### src/rtl/sisc_mem_pkg.sv
// sisc_mem_pkg: data-memory geometry and access-controller state encoding
package sisc_mem_pkg;
  localparam int ADDR_W = 16;
  localparam int DATA_W = 32;
  localparam int MEM_DEPTH = 65533;
  typedef enum logic [2:0] {IDLE, RD_ADDR, WR_SETUP, WR_PULSE, WR_HOLD, RESP} dm_access_state_t;
endpackage

### src/rtl/dm_access_ctrl_if.sv
// dm_access_ctrl_if: request/response handshake between a requester and dm_access_ctrl
interface dm_access_ctrl_if;
  import sisc_mem_pkg::*;
  logic req_valid, req_ready, req_we;
  logic [ADDR_W-1:0] req_addr;
  logic [DATA_W-1:0] req_wdata;
  logic rsp_valid, rsp_ready, rsp_err;
  logic [DATA_W-1:0] rsp_rdata;
  modport master(output req_valid, req_we, req_addr, req_wdata, rsp_ready,
                 input req_ready, rsp_valid, rsp_rdata, rsp_err);
  modport slave(input req_valid, req_we, req_addr, req_wdata, rsp_ready,
                output req_ready, rsp_valid, rsp_rdata, rsp_err);
endinterface

### src/rtl/dm_addr_chk.sv
// dm_addr_chk: flags word addresses that fall inside the implemented memory
module dm_addr_chk
  import sisc_mem_pkg::*;
(
  input  logic [ADDR_W-1:0] addr,
  output logic              in_range
);
  localparam logic [ADDR_W-1:0] LAST = ADDR_W'(MEM_DEPTH - 1);
  assign in_range = addr <= LAST;
endmodule

### src/rtl/dm_access_ctrl.sv
// dm_access_ctrl: one-at-a-time load/store sequencer with a registered write strobe.
// Define DM_ACCESS_ADDR_CHK_EN to reject out-of-range addresses with rsp_err.
module dm_access_ctrl
  import sisc_mem_pkg::*;
(
  input  logic              clk,
  input  logic              rst_f,
  dm_access_ctrl_if.slave   bus,
  output logic [ADDR_W-1:0] dm_read_addr,
  output logic [ADDR_W-1:0] dm_write_addr,
  output logic [DATA_W-1:0] dm_write_data,
  output logic              dm_we,
  input  logic [DATA_W-1:0] dm_read_data,
  output logic              busy
);
  dm_access_state_t state, next;
  logic [DATA_W-1:0] rdata;
  logic err, bad, acc;
`ifdef DM_ACCESS_ADDR_CHK_EN
  logic in_range;
  dm_addr_chk u_addr_chk (.addr(bus.req_addr), .in_range(in_range));
  assign bad = !in_range;
  assign bus.rsp_err = err;
`else
  assign bad = 1'b0;
  assign bus.rsp_err = 1'b0;
`endif
  assign acc = state == IDLE && bus.req_valid;
  assign bus.req_ready = state == IDLE;
  assign bus.rsp_valid = state == RESP;
  assign bus.rsp_rdata = rdata;
  assign busy = state != IDLE;
  always_comb begin
    next = state;
    unique case (state)
      IDLE:     next = !bus.req_valid ? IDLE : bad ? RESP : bus.req_we ? WR_SETUP : RD_ADDR;
      RD_ADDR:  next = RESP;
      WR_SETUP: next = WR_PULSE;
      WR_PULSE: next = WR_HOLD;
      WR_HOLD:  next = RESP;
      RESP:     next = bus.rsp_ready ? IDLE : RESP;
      default:  next = IDLE;
    endcase
  end
  // dm_we comes from its own flop, decoded from next, so it is glitch-free for the memory
  always_ff @(posedge clk or negedge rst_f) begin
    if (!rst_f) begin
      state <= IDLE;
      dm_we <= 1'b0;
      dm_read_addr <= '0;
      dm_write_addr <= '0;
      dm_write_data <= '0;
      rdata <= '0;
      err <= 1'b0;
    end else begin
      state <= next;
      dm_we <= next == WR_PULSE;
      if (acc && !bad && bus.req_we) begin
        dm_write_addr <= bus.req_addr;
        dm_write_data <= bus.req_wdata;
      end
      if (acc && !bad && !bus.req_we) dm_read_addr <= bus.req_addr;
      if (acc) begin
        rdata <= '0;
        err <= bad;
      end
      if (state == RD_ADDR) rdata <= dm_read_data;
    end
  end
endmodule

### src/flat_wrapper.sv
// flat-port wrapper written by rule: the top's interface ports become plain ports
module dm_access_ctrl_flat import sisc_mem_pkg::*;
  (clk, rst_f, dm_read_addr, dm_write_addr, dm_write_data, dm_we, dm_read_data, busy, bus_req_valid, bus_req_we, bus_req_addr, bus_req_wdata, bus_rsp_ready, bus_req_ready, bus_rsp_valid, bus_rsp_rdata, bus_rsp_err);
  dm_access_ctrl_if bus_i ();
  input  logic clk;
  input  logic rst_f;
  output logic [ADDR_W-1:0] dm_read_addr;
  output logic [ADDR_W-1:0] dm_write_addr;
  output logic [DATA_W-1:0] dm_write_data;
  output logic dm_we;
  input  logic [DATA_W-1:0] dm_read_data;
  output logic busy;
  input wire logic [$bits(bus_i.req_valid)-1:0] bus_req_valid;
  input wire logic [$bits(bus_i.req_we)-1:0] bus_req_we;
  input wire logic [$bits(bus_i.req_addr)-1:0] bus_req_addr;
  input wire logic [$bits(bus_i.req_wdata)-1:0] bus_req_wdata;
  input wire logic [$bits(bus_i.rsp_ready)-1:0] bus_rsp_ready;
  output wire logic [$bits(bus_i.req_ready)-1:0] bus_req_ready;
  output wire logic [$bits(bus_i.rsp_valid)-1:0] bus_rsp_valid;
  output wire logic [$bits(bus_i.rsp_rdata)-1:0] bus_rsp_rdata;
  output wire logic [$bits(bus_i.rsp_err)-1:0] bus_rsp_err;
  assign bus_i.req_valid = bus_req_valid;
  assign bus_i.req_we = bus_req_we;
  assign bus_i.req_addr = bus_req_addr;
  assign bus_i.req_wdata = bus_req_wdata;
  assign bus_i.rsp_ready = bus_rsp_ready;
  assign bus_req_ready = bus_i.req_ready;
  assign bus_rsp_valid = bus_i.rsp_valid;
  assign bus_rsp_rdata = bus_i.rsp_rdata;
  assign bus_rsp_err = bus_i.rsp_err;
  dm_access_ctrl u_core (.clk(clk), .rst_f(rst_f), .bus(bus_i), .dm_read_addr(dm_read_addr), .dm_write_addr(dm_write_addr), .dm_write_data(dm_write_data), .dm_we(dm_we), .dm_read_data(dm_read_data), .busy(busy));
endmodule
### config.mk
export PLATFORM = sky130hd
export DESIGN_NAME = dm_access_ctrl_flat
export DESIGN_NICKNAME = d
export VERILOG_FILES = /design/src/rtl/sisc_mem_pkg.sv /design/src/rtl/dm_access_ctrl_if.sv /design/src/rtl/dm_addr_chk.sv /design/src/rtl/dm_access_ctrl.sv /design/src/flat_wrapper.sv
export SDC_FILE = /design/constraint.sdc
export NUM_CORES = 1
export LEC_CHECK = 0
export ABC_AREA = 1
export BUFFER_PORTS_ARGS = -buffer_cell sky130_fd_sc_hd__buf_4
export CAP_MARGIN = 20
export CORE_ASPECT_RATIO = 1.4
export CORE_MARGIN = 3
export CORE_UTILIZATION = 45
export DETAILED_ROUTE_END_ITERATION = 10
export GPL_TIMING_DRIVEN = 0
export PLACE_DENSITY = 0.78
export SLEW_MARGIN = 20
export SYNTH_ARGS = -nofsm -noshare
export SYNTH_HDL_FRONTEND = slang
export SYNTH_SLANG_ARGS = --single-unit
### constraint.sdc
create_clock -name clk -period 1.6 [get_ports clk]
set_clock_uncertainty 0.2 [all_clocks]
set_input_delay 0.32 -clock clk [delete_from_list [all_inputs] [get_ports clk]]
set_output_delay 0.32 -clock clk [all_outputs]
set_load 0.05 [all_outputs]
==> out/metrics.yaml, run 1 <==
status:
  status: "finished, violations left"
  violations: "negative setup slack"
route:
  drtIter0Drc: 133
  first_pass_iters: 4
  drcViolationCount: 0
  vias: 3574
  drtAntennaViolNets: 0
  wl_per_cell_um: 14.7
  viasPerCell: 4.82
  wl_um: 10900
die:
  fp.dieH_um: 117
  die_area_sq_um: 9980
  core_area_sq_um: 8340
  initial_core_util_pct: 47.5
  num_rows: 39
  fp.dieW_um: 85.3
  io_pins: 186
power:
  p_int_uw: 7810
  p_switching_uw: 7480
  vdd_ir_drop_max_uv: 1470
  p_comb_share_pct: 55.4
  netSwitchingFraction_pct: 48.9
  pwr-share-clk_pct: 16.1
  seqPwrFrac_pct: 28.5
  leakagePower_uw: 0.00344
  powerDensity_nw_per_um2: 2480
timing:
  finalHoldViolCount: 0
  worst_slew_pin_slew_ns: 0.782
  holdWs_ns: 0.0241
  setup_ws_ns: -0.168
  tns_ns: -7.16
  setup-violations-final: 90
  drv_slew: 0
  min_period_ns: 1.77
  finalCritPeriodShare_pct: 111
  relSlewSlack_pct: 47.9
  fmax_mhz: 565
  rsz0062_at_grt: "true"
synth:
  synthXorXnorAreaFrac_pct: 0
  synth_fa_ha_area_share_pct: 0
  synth-main-ff-cell: "dfrtp_1"
  synth_common_cells: "dfrtp_1 (100), o21ai_0 (89), inv_1 (86)"
  syn-instance-count: 421
  synth_top_family_by_area: "simple AND/OR/NAND/NOR gates"
  synth_async_sr_flop_share_pct: 100
  yosys.area.top_type: "dfrtp_1"
  syn_area_per_cell_sq_um: 9.41
  synth.distinct_cells: 19
  synth_edf_count: 0
  synth_warnings: 0
  synth-simple-area-share_pct: 13.0
  synth_compound_area_share_pct: 12.1
  post-synth-top-area-fraction_pct: 63.2
  yosys_register_bits: 100
  synthMuxAreaShare_pct: 0
  synth_most_common_cell: "dfrtp_1"
  synth_area_sq_um: 3960
  synth_fp_nets: 506
  synth.area.top_cells: "dfrtp_1 (63%), o21ai_0 (11%), inv_1 (8.1%), nand2_1 (6.5%), nand3_1 (4.5%)"
  ys_seq_area_share_pct: 63.2
worst_setup_path:
  r2r_end: "u_core.dm_read_addr[12]"
  critPathSlowestCell: "dfrtp_2"
  crit_start: "u_core.state[0]"
  required_ns: 1.08
  crit_path_max_incr_delay_ns: 0.42
  startpoint_type: "flop"
  crit_fanout: 2
  r2r-start: "u_core.state[0]"
  setup.worst_path.end: "busy"
  crit_family: "flip-flops"
  cp_num_buf_inv: 3
  critical_path_cell_count: 5
  worstSetupEndpointType: "primary output"
  path_cells: "inv_2, nand2_4, nor2_4, inv_1, buf_6"
  path_class: "flop to primary output"
  rr_worst_depth: 7
  rrSetupSlack_ns: -0.12
  arrival_ns: 1.25
clock_network:
  clk_pin_slew_ns: 0.07
  cts_root_buf: "clkbuf_16"
  cts_buffers: 9
  clockBufferDepth: 2
  cts_tree: "done"
  cts.sinks: 100
  worstSkewPairLatency_ns: 0.34
  cts-htree-levels: 3
grt:
  grt_pass1_wl_um: 17200
  grt_max_degree: 101
  overflow: 0
  grt_usage_pct: 21.7
  grt_pass1_vias: 3670
  antenna_found_initial: 0
layout:
  stdcell_count: 741
  fin_nets: 719
  syn2layout_area_growth_pct: 55.9
  register_area_sq_um: 2510
  diodes: 0
  fillers: 603
  drive_gt1_share_pct: 39.7
  multi_input_area_sq_um: 1060
worst_hold_path:
  min_from: "dm_read_data[17]"
  holdCritPathClass: "primary input to flop"
placement:
  dp_cells: 707
  hpwlAfterDp_um: 7620
  io_buffers: 184
  place_congestion: 0.806
job:
  cap_violations: 0
[per-stage QoR]
step                util [%]  power [uW]  worst slack (ns)  cell area [sq um]
CTS                     72.3       15200            -0.173               6030
floorplan                  -        9710            -0.152               3970
finish                  74.0       15300            -0.168               6180
global route            74.0       16100            -0.217               6180
global placement        65.7       12200           -0.0314               5480
detailed placement      65.8       12400           -0.0481               5490
[layer usage]
metal | wire, um | vias up | track usage, %
li1 | - | 1741 | -
met1 | 4060 | 1688 | 25.0
met2 | 5720 | 134 | 37.4
met3 | 1010 | 11 | 8.40
met4 | 119 | 0 | 6.97
met5 | 0 | - | 0
[cells by family after synthesis]
| logic type | Yosys count |
|---|---|
| buffers and inverters | 110 |
| flip-flops | 100 |
| other | 1 |
| AND/OR/NAND/NOR | 114 |
| AO/OA/AOI/OAI | 96 |
[power groups by stage]
stage / logic [uW] / registers, uW / clock network, uW
2_1_floorplan: 1560 / 8150 / 0
3_3_place_gp: 7880 / 4340 / 0
3_5_place_dp: 7990 / 4390 / 0
4_1_cts: 8350 / 4350 / 2510
5_1_grt: 8940 / 4500 / 2610
6_report: 8470 / 4360 / 2460
[state kept, by name, summed over array words and instances (netlist names)]
name / flops
u_core.dm_read_addr: 16
u_core.dm_we: 1
u_core.bus.rsp_rdata: 32
u_core.dm_write_addr: 16
u_core.state: 3
u_core.dm_write_data: 32
[cells in the final DEF (no fill, tap or decap), types with 2 or more instances in the layout]
master	Yosys	layout
clkbuf_8	0	2
nor2_4	1	2
o21ai_0	89	64
bufinv_16	0	3
clkbuf_16	0	11
clkbuf_1	8	3
clkinvlp_4	0	3
inv_2	1	2
inv_1	86	84
buf_4	1	192
dfrtp_1	100	97
nand3_1	36	35
nand3_4	0	3
nand2_1	69	68
buf_2	9	3
buf_8	0	4
o21ai_2	0	3
clkbuf_2	1	2
o21ai_1	7	29
dfrtp_2	0	3
nand4_1	2	2
buf_6	4	17
[how the worst min path moves through the flow]
stage                                     endpoint  slack [ns]  cells after the start
after floorplan            u_core.bus.rsp_rdata[0]       -0.18                      0
after global placement     u_core.dm_write_addr[5]        0.27                      2
after detailed placement   u_core.dm_write_addr[5]        0.27                      2
after CTS                 u_core.bus.rsp_rdata[17]        0.01                      3
after global routing      u_core.bus.rsp_rdata[17]        0.02                      3
final                     u_core.bus.rsp_rdata[17]        0.02                      3
[tightest hold or removal path, delay by kind of cell]
kind            cells  cell delay (ns)
compound gates      1             0.06
buf+inv             2             0.15
[what timing repair did]
item                                    CTS  global route
hold buffers                              1             0
pin swaps                                 2             1
resized for setup                        45            42
hold endpoints to repair                100             0
gates cloned                              0             5
endpoints found under the setup margin   66           131
buffers inserted                          9             3
[area by class of cell]
cell class	count	area share, %
buffer	23	3.48
timing repair buffer	202	25.9
inverter	87	5.33
sequential	100	40.6
multi-input combinational	211	17.1
clock inverter	6	1.82
clock buffer	10	3.71
tap	102	2.07
Power figures use the tool's default switching activity.
==> run 2, diff against run 1 <==
--- a/config.mk
+++ b/config.mk
@@ -13,7 +13,8 @@
 export CORE_UTILIZATION = 45
 export DETAILED_ROUTE_END_ITERATION = 10
 export GPL_TIMING_DRIVEN = 0
-export PLACE_DENSITY = 0.78
+export PLACE_DENSITY = 0.83
+export SKIP_CTS_REPAIR_TIMING = 1
 export SLEW_MARGIN = 20
 export SYNTH_ARGS = -nofsm -noshare
 export SYNTH_HDL_FRONTEND = slang
==> run 2 against run 1 <==
The run ends with negative hold slack, negative setup slack left. Hold slack got worse by 0.15 ns. Non-clock buffer count down 2. Sequential cell count did not move. Utilization is 0.33 points higher. Critical path depth fell by 1. Combinational power is essentially flat. Fmax up 0.98%. Critical endpoint is now bus_req_ready.
==> out/metrics.yaml, run 2 (synthesis results as in run 1) <==
status:
  status: "finished, violations left"
  violations: "negative hold slack, negative setup slack"
grt:
  grt_pass1_vias: 3564  # -2.9%
  grt_max_degree: 101  # unchanged
  antenna_found_initial: 0  # unchanged
  overflow: 0  # unchanged
  grt_pass1_wl_um: 16800  # -1.9%
  grt_usage_pct: 21.7  # -0.031 points
power:
  leakagePower_uw: 0.00347  # +0.86%
  powerDensity_nw_per_um2: 2450  # -0.99%
  vdd_ir_drop_max_uv: 1800  # +22%
timing:
  tns_ns: -6.03  # +1.13 ns
  rsz0062_at_grt: "true"
  fmax_mhz: 571  # +0.98%
  min_period_ns: 1.75  # -0.0171 ns
  drv_slew: 0  # unchanged
  finalCritPeriodShare_pct: 109  # -1.1 points
  relSlewSlack_pct: 42.1  # -5.7 points
  setup-violations-final: 95  # +5.6%
  finalHoldViolCount: 100  # +100
  holdWs_ns: -0.127  # -0.152 ns
  worst_slew_pin_slew_ns: 0.868  # +0.0860 ns
  setup_ws_ns: -0.151  # +0.0171 ns
clock_network:
  cts.sinks: 100  # unchanged
  cts-htree-levels: 3  # unchanged
  cts_tree: "done"
  cts_root_buf: "clkbuf_16"
  cts_buffers: 9  # unchanged
  clockBufferDepth: 2  # unchanged
  clk_pin_slew_ns: 0.06  # about the same
  worstSkewPairLatency_ns: 0.34  # about the same
die:
  io_pins: 186  # unchanged
  core_area_sq_um: 8340  # unchanged
  fp.dieW_um: 85.3  # unchanged
  fp.dieH_um: 117  # unchanged
  num_rows: 39  # unchanged
  initial_core_util_pct: 47.5  # unchanged
  die_area_sq_um: 9980  # unchanged
placement:
  dp_cells: 707  # unchanged
  hpwlAfterDp_um: 8000  # +5.0%
  place_congestion: 0.779  # -3.4%
  io_buffers: 184  # unchanged
layout:
  layout_commonest_cell: "buf_4"
  post-route-util_pct: 74.3  # +0.33 points
  final_cell_mix: "buf_4 (190), dfrtp_1 (97), inv_1 (84)"
  drive_gt1_share_pct: 41.1  # +1.4 points
  diodes: 0  # unchanged
  syn2layout_area_growth_pct: 56.6
  fin_nets: 717  # -0.28%
  stdcell_count: 739  # -0.27%
worst_setup_path:
  arrival_ns: 1.23  # -0.02 ns
  required_ns: 1.08  # about the same
  path_class: "flop to primary output"
  startpoint_type: "flop"
  crit_fanout: 4  # +2
  worstSetupEndpointType: "primary output"
route:
  first_pass_iters: 4  # unchanged
  wl_um: 11000  # +0.89%
  drtIter0Drc: 153  # +15%
  vias: 3558  # -0.45%
  drtAntennaViolNets: 0  # unchanged
  wl_per_cell_um: 14.9  # +1.2%
  drcViolationCount: 0  # unchanged
  viasPerCell: 4.81  # -0.18%
worst_hold_path:
  holdCritPathClass: "primary input to async pin"
job:
  cap_violations: 0  # unchanged
==> run 2: worst paths after layout <==
path,slack [ns],depth (start not counted),startpoint,endpoint
setup / recovery,-0.15,4,u_core.state[0],bus_req_ready
hold / removal,-0.13,1,rst_f,u_core.bus.rsp_rdata[6]
setup reg to reg,-0.14,8,u_core.state[2],u_core.dm_write_data[18]
hold reg to reg,0.29,2,u_core.dm_write_addr[5],u_core.dm_write_addr[5]
max in group asynchronous,0.73,1,rst_f,u_core.state[1]
min in group clk,0.02,3,bus_req_wdata[0],u_core.dm_write_data[0]
==> run 2: area by class of cell <==
cell class              instances  area (sq um)
fillers                       620          2140
inverters                      87           329
repair buffers                200          1610
clock buffers                  10           239
flip-flops and latches        100          2510
well taps                     102           128
clock inverters                 6          86.3
plain buffers                  23           231
multi-input cells             211          1070
==> run 2: power breakdown <==
group          internal [uW]  switching (uW)
sequential              3680             699
clock                   1410             930
combinational           2610            5880
==> run 2: critical path, cell delays in order, from the launching register on <==
cell and delay, ns:
dfrtp_2 0.45, inv_2 0.10, nand2_4 0.06, nor2_4 0.09
buf_4 0.20
==> run 2: through the flow <==
step / setup WS [ns] / hold WS, ns / cell area (sq um) / power [uW]
global placement: -0.0358 / 0.268 / 5480 / 12200
detailed placement: -0.0925 / 0.275 / 5490 / 12400
CTS: -0.358 / -0.0958 / 5810 / 14800
floorplan: -0.152 / -0.176 / 3970 / 9710
global route: -0.218 / -0.0557 / 6200 / 16000
finish: -0.151 / -0.127 / 6200 / 15200
==> run 2: layer usage <==
| metal | wire (um) | global-route usage [%] | vias to the layer above | share of wire (%) |
|---|---|---|---|---|
| li1 | - | - | 1735 | - |
| met1 | 4050 | 24.4 | 1666 | 37 |
| met2 | 5870 | 37.9 | 143 | 53 |
| met3 | 948 | 8.12 | 14 | 8.6 |
| met4 | 149 | 7.50 | 0 | 1.4 |
| met5 | 0 | 0 | - | 0 |
==> run 3, diff against run 2 <==
--- a/config.mk
+++ b/config.mk
@@ -13,6 +13,7 @@
 export CORE_UTILIZATION = 45
 export DETAILED_ROUTE_END_ITERATION = 10
 export GPL_TIMING_DRIVEN = 0
+export HOLD_SLACK_MARGIN = 0.1
 export PLACE_DENSITY = 0.83
 export SKIP_CTS_REPAIR_TIMING = 1
 export SLEW_MARGIN = 20
==> run 3 against run 2 <==
The run still ends with negative hold slack, negative setup slack left. First-iteration DRC count rose by 48%. Sequential share of layout area fell by 4.6 points. Utilization rose by 9.5 points. Global-route usage did not move. Clock power barely moved. Non-clock buffer count rose by 79. Routed wire length rose by 27%. Count of clock-buffer cells in the layout did not move. Die area did not move. Via count rose by 14%. Worst setup slack got worse by 0.016 ns.
==> out/metrics.yaml, run 3 (synthesis results as in run 1) <==
worst_setup_path:
  r2r_end: "u_core.dm_write_data[23]"
  cpMostUsedCell: "buf_8"
  rr_worst_depth: 8  # unchanged
  setup.worst_path.end: "u_core.dm_write_data[23]"
  path_class: "flop to flop"
  r2r-start: "u_core.state[2]"
  arrival_ns: 1.79  # +0.56 ns
  crit_family: "buffers and inverters"
  critPathSlowestCell: "dfrtp_2"
  crit_start: "u_core.state[2]"
  critical_path_cell_count: 8  # +4
  rrSetupSlack_ns: -0.17  # -0.03 ns
  cp_num_buf_inv: 4  # +2
  required_ns: 1.62  # +0.54 ns
  worstSetupEndpointType: "flop"
  path_cells: "buf_4, nor2_4, nand3b_4, buf_12, buf_8, buf_8, nand2_1, o21ai_1"
  startpoint_type: "flop"
  crit_path_max_incr_delay_ns: 0.44  # about the same
  crit_fanout: 10  # +6
route:
  vias: 4068  # +14%
  drtAntennaViolNets: 0  # unchanged
  wl_per_cell_um: 17.1  # +14%
  viasPerCell: 4.97  # +3.3%
  drtIter0Drc: 227  # +48%
  wl_um: 14000  # +27%
  drcViolationCount: 0  # unchanged
  first_pass_iters: 5  # +1
timing:
  rsz0062_at_grt: "true"
  tns_ns: -9.07  # -3.03 ns
  setup_ws_ns: -0.167  # -0.0158 ns
  drv_slew: 0  # unchanged
  setup-violations-final: 96  # +1.1%
  relSlewSlack_pct: 40.5  # -1.6 points
  finalCritPeriodShare_pct: 110  # +0.98 points
  worst_slew_pin_slew_ns: 0.892  # +0.0245 ns
  fmax_mhz: 566  # -0.89%
  finalHoldViolCount: 100  # unchanged
  holdWs_ns: -0.165  # -0.0375 ns
  min_period_ns: 1.77  # +0.0158 ns
power:
  p_comb_share_pct: 56.5  # +0.7 points
  netSwitchingFraction_pct: 50.0  # +0.60 points
  powerDensity_nw_per_um2: 2240  # -8.7%
  p_switching_uw: 7810  # +4.1%
  seqPwrFrac_pct: 28.4  # -0.4 points
  vdd_ir_drop_max_uv: 1740  # -3.7%
  pwr-share-clk_pct: 15.1  # -0.3 points
  p_int_uw: 7830  # +1.7%
  leakagePower_uw: 0.00380  # +9.5%
placement:
  io_buffers: 184  # unchanged
  placed_area_sq_um: 5490  # unchanged
  hpwlAfterDp_um: 8000  # unchanged
  place_congestion: 0.779  # unchanged
grt:
  antenna_found_initial: 0  # unchanged
  grt_pass1_wl_um: 16800  # unchanged
  grt_pass1_vias: 3564  # unchanged
  overflow: 0  # unchanged
  grt_max_degree: 101  # unchanged
  grt_usage_pct: 21.7  # unchanged
layout:
  final_cell_mix: "buf_4 (190), dfrtp_1 (97), inv_1 (84)"
  layout_commonest_cell: "buf_4"
  diodes: 0  # unchanged
  syn2layout_area_growth_pct: 76.6
  drive_gt1_share_pct: 36.6  # -4.5 points
  fin_nets: 796  # +11%
  design_area_sq_um: 6990  # +13%
clock_network:
  clk_pin_slew_ns: 0.07  # about the same
  cts-htree-levels: 3  # unchanged
  worstSkewPairLatency_ns: 0.34  # about the same
  cts.sinks: 100  # unchanged
  cts_buffers: 9  # unchanged
  cts_tree: "done"
  cts_root_buf: "clkbuf_16"
  clockBufferDepth: 2  # unchanged
die:
  initial_core_util_pct: 47.5  # unchanged
  fp.dieH_um: 117  # unchanged
  num_rows: 39  # unchanged
  core_area_sq_um: 8340  # unchanged
  io_pins: 186  # unchanged
  die_area_sq_um: 9980  # unchanged
  fp.dieW_um: 85.3  # unchanged
worst_hold_path:
  holdCritPathClass: "primary input to async pin"
status:
  status: "finished, violations left"
  violations: "negative hold slack, negative setup slack"
job:
  cap_violations: 0  # unchanged
run 3: final cells by class:
type                            count  area (sq um)
Sequential cell                   100          2510
Timing Repair Buffer              279          2400
Fill cell                         433          1350
Multi-Input combinational cell    211          1070
Inverter                           87           329
Clock buffer                       10           239
Buffer                             23           231
Tap cell                          102           128
Clock inverter                      6          86.3
run 3: power groups by stage:
stage / logic (uW) / registers (uW) / clock network, uW
final: 8840 / 4440 / 2360
after global routing: 9300 / 4550 / 2500
after CTS: 8040 / 4370 / 2390
after detailed placement: 8040 / 4400 / 0
after global placement: 7880 / 4330 / 0
after floorplan: 1560 / 8150 / 0
run 3: routing by layer:
layer	wire [um]	part of all wire, %	GRT usage [%]
met1	5060	36	24.4
met2	7490	54	37.9
met3	1030	7.4	8.12
met4	374	2.7	7.50
met5	0	0	0
run 3: worst min-delay path by stage:
stage,startpoint,endpoint,depth (start not counted)
after CTS,rst_f,u_core.bus.rsp_rdata[12],1
after floorplan,rst_f,u_core.bus.rsp_rdata[0],0
final,rst_f,u_core.bus.rsp_rdata[29],1
after global placement,u_core.dm_write_addr[5],u_core.dm_write_addr[5],2
after detailed placement,rst_f,u_core.bus.rsp_rdata[2],1
after global routing,rst_f,u_core.bus.rsp_rdata[2],1
run 3: stage by stage:
step | utilization, % | setup WS (ns) | total power, uW | std cells
floorplan | - | -0.152 | 9710 | 421
global placement | 65.7 | -0.0358 | 12200 | 707
detailed placement | 65.8 | -0.0925 | 12400 | 707
CTS | 69.7 | -0.358 | 14800 | 723
global route | 83.8 | -0.238 | 16400 | 818
finish | 83.8 | -0.167 | 15600 | 818
